[src/rtl/mem_chk_pkg.sv]
// ---------------------------------------------------------------------------
// mem_chk_pkg
// Shared types and constants for the memory pattern checker:
//   state_t      - checker FSM states
//   mode_t       - pattern selector values
//   LFSR_TAPS_*  - Galois (right-shift) feedback masks for DATA_W 8/16/32
//   lfsr_taps()  - picks the feedback mask for a given data width
// ---------------------------------------------------------------------------
package mem_chk_pkg;

    typedef enum logic [1:0] {
        ST_IDLE  = 2'd0,
        ST_WRITE = 2'd1,
        ST_READ  = 2'd2,
        ST_FIN   = 2'd3
    } state_t;

    typedef enum logic [1:0] {
        MODE_ADDR = 2'd0,
        MODE_INV  = 2'd1,
        MODE_WALK = 2'd2,
        MODE_LFSR = 2'd3
    } mode_t;

    // Maximal-length feedback masks for a right-shifting Galois LFSR.
    localparam logic [7:0]  LFSR_TAPS_8  = 8'hB8;
    localparam logic [15:0] LFSR_TAPS_16 = 16'hB400;
    localparam logic [31:0] LFSR_TAPS_32 = 32'h8020_0003;

    // Only 8, 16 and 32 are supported; any other width falls back to the
    // 32-bit mask truncated by the caller.
    function automatic logic [31:0] lfsr_taps(input int unsigned width);
        case (width)
            8:       return {24'd0, LFSR_TAPS_8};
            16:      return {16'd0, LFSR_TAPS_16};
            default: return LFSR_TAPS_32;
        endcase
    endfunction

endpackage

[src/rtl/mem_pattern_gen.sv]
// ---------------------------------------------------------------------------
// mem_pattern_gen
// Produces the expected data word P(index) for the current run.
//   clk, rst   - clock / async active-high reset (LFSR register only)
//   mode       - pattern selector (address, inverted address, walking one, LFSR)
//   base       - first word address of the run
//   index      - word index within the run
//   lfsr_load  - reload the LFSR with SEED
//   lfsr_step  - advance the LFSR by one word
//   pattern    - P(index)
// Build option MEM_CHK_LFSR_EN: when defined, mode 3 comes from a DATA_W-bit
// Galois LFSR owned here; when undefined there is no LFSR and mode 3 is the
// same as mode 0.
// ---------------------------------------------------------------------------
module mem_pattern_gen
    import mem_chk_pkg::*;
#(
    parameter int          ADDR_W = 14,
    parameter int          DATA_W = 16,
    parameter int unsigned SEED   = 16'hACE1
) (
    input  logic              clk,
    input  logic              rst,
    input  mode_t             mode,
    input  logic [ADDR_W-1:0] base,
    input  logic [ADDR_W-1:0] index,
    input  logic              lfsr_load,
    input  logic              lfsr_step,
    output logic [DATA_W-1:0] pattern
);

    logic [ADDR_W-1:0]        addr;
    logic [DATA_W+ADDR_W-1:0] addr_wide;
    logic [DATA_W-1:0]        addr_data;
    logic [ADDR_W-1:0]        walk_pos;
    logic [DATA_W-1:0]        walk_data;
    logic [DATA_W-1:0]        mode3_data;

    // Mode 0 data is the wrapped word address, zero-extended or truncated to
    // the data width; the wide concatenation handles either case.
    assign addr      = base + index;
    assign addr_wide = {{DATA_W{1'b0}}, addr};
    assign addr_data = addr_wide[DATA_W-1:0];

    // Walking one follows the run index, not the address.
    assign walk_pos  = index % ADDR_W'(DATA_W);
    assign walk_data = DATA_W'(1) << walk_pos;

`ifdef MEM_CHK_LFSR_EN
    localparam logic [DATA_W-1:0] TAPS   = DATA_W'(lfsr_taps(DATA_W));
    localparam logic [DATA_W-1:0] SEED_V = DATA_W'(SEED);

    logic [DATA_W-1:0] lfsr_q;

    function automatic logic [DATA_W-1:0] lfsr_next(input logic [DATA_W-1:0] v);
        return (v >> 1) ^ (v[0] ? TAPS : '0);
    endfunction

    always_ff @(posedge clk or posedge rst) begin
        if (rst) begin
            lfsr_q <= SEED_V;
        end else if (lfsr_load) begin
            lfsr_q <= SEED_V;
        end else if (lfsr_step) begin
            lfsr_q <= lfsr_next(lfsr_q);
        end
    end

    assign mode3_data = lfsr_q;
`else
    logic unused_lfsr_ctl;
    assign unused_lfsr_ctl = ^{clk, rst, lfsr_load, lfsr_step};
    assign mode3_data      = addr_data;
`endif

    always_comb begin
        case (mode)
            MODE_ADDR: pattern = addr_data;
            MODE_INV:  pattern = ~addr_data;
            MODE_WALK: pattern = walk_data;
            default:   pattern = mode3_data;
        endcase
    end

endmodule

[config.mk]
export PLATFORM = sky130hd
export DESIGN_NAME = mem_pattern_gen
export DESIGN_NICKNAME = d
export VERILOG_FILES = /design/src/rtl/mem_chk_pkg.sv /design/src/rtl/mem_pattern_gen.sv
export SDC_FILE = /design/constraint.sdc
export NUM_CORES = 1
export LEC_CHECK = 0
export ABC_AREA = 1
export CORE_MARGIN = 1
export CORE_UTILIZATION = 55
export DETAILED_ROUTE_END_ITERATION = 7
export DONT_BUFFER_PORTS = 1
export PLACE_DENSITY = 0.81
export SYNTH_ARGS = -nofsm -noshare
export SYNTH_HDL_FRONTEND = slang
export SYNTH_SLANG_ARGS = --single-unit
export TNS_END_PERCENT = 10
[constraint.sdc]
create_clock -name vclk -period 2.6
set_input_delay 0.39 -clock vclk [all_inputs]
set_output_delay 0.39 -clock vclk [all_outputs]
set_load 0.01 [all_outputs]
==> out/results.ini <==
[critical_path]
crit_fanout=4
path_class=primary input to primary output
worstPathArrival_ns=1.92
crit_start=base[0]
critPathLaunchType=primary input
required_ns=2.21
endpoint=pattern[8]
end_kind=primary output

[drt]
avgViaCountPerCell=5.21
post_drt_wl_per_cell_um=10.6
postRouteWirelength_mm=2.89
drc=0
firstDrtPassIters=4
first_iter_violations=50
via_count=1423
postRouteAntennaNets=0

[timing]
drv_slew=0
setup_tns_ns=0
fin_crit_sh=0.887
rsz0062_at_grt=no
tightest_slew_ns=0.515
fin_crit_ns=2.31
max-slew-margin-rel=0.656
fmax_mhz=433
setup_viol=0
hold_viol=0

[synth]
synth_area_leaders=nand2_1 (26%), ha_1 (15%), inv_1 (14%)
synthCells=249
syn_area_sq_um=1240
avgSynthCellArea_sq_um=4.96
synth_top_area_frac=0.255
syn_nets=299
synth_seq_area_share=0
yosysTopAreaCell=nand2_1
ys_types=27
yosys_warnings=0

[die]
pin_count=50
die_area_sq_um=2440
core_area_sq_um=2040
rows=16
die_h_um=49.4
die_x_um=49.4
start_util=0.605

[cts]
post_cts_resized=0
cts_setup_buffers=0
cts_hold_buffers=0

[layout]
syn2layout_area_growth_pct=1.92
fin_area_sq_um=1260
drive_above_1_share=0.0285
seqCellArea_sq_um=0
num_antenna_cells=0
nFlopsAndLatches=0
layout_common_cells=nand2_1 (84), inv_1 (46), nor2_1 (27), a21oi_1 (19), nand3_1 (19)
nets=298
n_clock_buffer=0
final_common_cell=nand2_1

[global_routing]
grt_pass1_wl_mm=4.76
antenna_found_initial=0
grt_use_total=0.234
grt_pass1_vias=1184
grt_max_degree=20
grt-ovfl-total=0

[min_path]
hp-class=primary input to primary output
min_path_cells=3

[pwr]
powerDensity_nw_per_um2=243
ir_worst_vdd_mv=0.126
finalPower_uw=306
leakagePower_nw=0.736

[run]
maxCapViolations=0

[placement]
place_hpwl_mm=2.49
place_congestion=0.878
io_buffers=0
dpl_cell_area_sq_um=1260

[status]
status=completed

==> kinds of logic (layout without fill, tap and decap cells) <==
logic type	count (synthesis)	after routing	share of synthesized area
AO/OA/AOI/OAI	30	30	0.143
adder cells (fa/ha/maj)	16	16	0.168
XOR/XNOR	6	6	0.0425
buffers and inverters	51	48	0.157
AND/OR/NAND/NOR	146	146	0.490
==> stage by stage <==
| step | setup WS, ns | util | hold slack, ns | std cells |
|---|---|---|---|---|
| 6_report | 0.293 | 0.617 | 0.980 | 273 |
| 5_1_grt | 0.177 | 0.617 | 1.00 | 273 |
| 4_1_cts | 0.289 | 0.617 | 0.977 | 273 |
| 3_5_place_dp | 0.285 | 0.617 | 0.977 | 273 |
| 3_3_place_gp | 0.325 | 0.617 | 0.978 | 273 |
| 2_1_floorplan | 0.454 | - | 0.949 | 249 |
==> cell usage after synthesis (all sizes together) <==
| library cell | n |
|---|---|
| clkinv | 1 |
| ha | 15 |
| clkbuf | 1 |
| a21oi | 21 |
| a22oi | 2 |
| inv | 46 |
| a22o | 1 |
| nand3b | 1 |
| nand3 | 19 |
| o21a | 1 |
| fa | 1 |
| o211ai | 1 |
| o21bai | 2 |
| o21ai | 2 |
| nor2 | 30 |
| nand2 | 85 |
| xnor2 | 3 |
| xor2 | 3 |
| nand4 | 3 |
| nor3 | 6 |
| buf | 3 |
| or2 | 2 |
==> area by class of cell <==
class / count / area, sq um
inverters: 47 / 176
well taps: 27 / 33.8
multi-input cells: 198 / 1040
fillers: 231 / 782
repair buffers: 1 / 7.51
==> power by group <==
group / total [mW] / internal, mW / switching [mW]
sequential: 0 / 0 / 0
clock: 0 / 0 / 0
combinational: 0.306 / 0.106 / 0.200
==> critical path, cell delays in order <==
cell and delay [ns]:
ha_1 0.17, inv_1 0.06, fa_1 0.44, nor2_2 0.14, nor2_2 0.07, nor2_2 0.07
nor2_1 0.05, or2_1 0.23, nand2_1 0.07, nor2_1 0.04, a21oi_2 0.17
==> metal layers <==
metal,global-route usage,part of all wire,vias to the layer above,wire length (um)
li1,-,-,777,-
met1,0.304,0.44,593,1270
met2,0.441,0.48,51,1380
met3,0.0187,0.080,2,231
met4,0,0.00069,0,2
met5,0,0,-,0
==> worst min-delay path by stage <==
| stage | startpoint | endpoint | slack [ns] |
|---|---|---|---|
| floorplan | index[2] | pattern[1] | 0.95 |
| global placement | index[0] | pattern[14] | 0.98 |
| detailed placement | index[0] | pattern[14] | 0.98 |
| CTS | index[0] | pattern[14] | 0.98 |
| global route | index[0] | pattern[14] | 1.00 |
| finish | index[0] | pattern[14] | 0.98 |
Power figures use the tool's default switching activity.
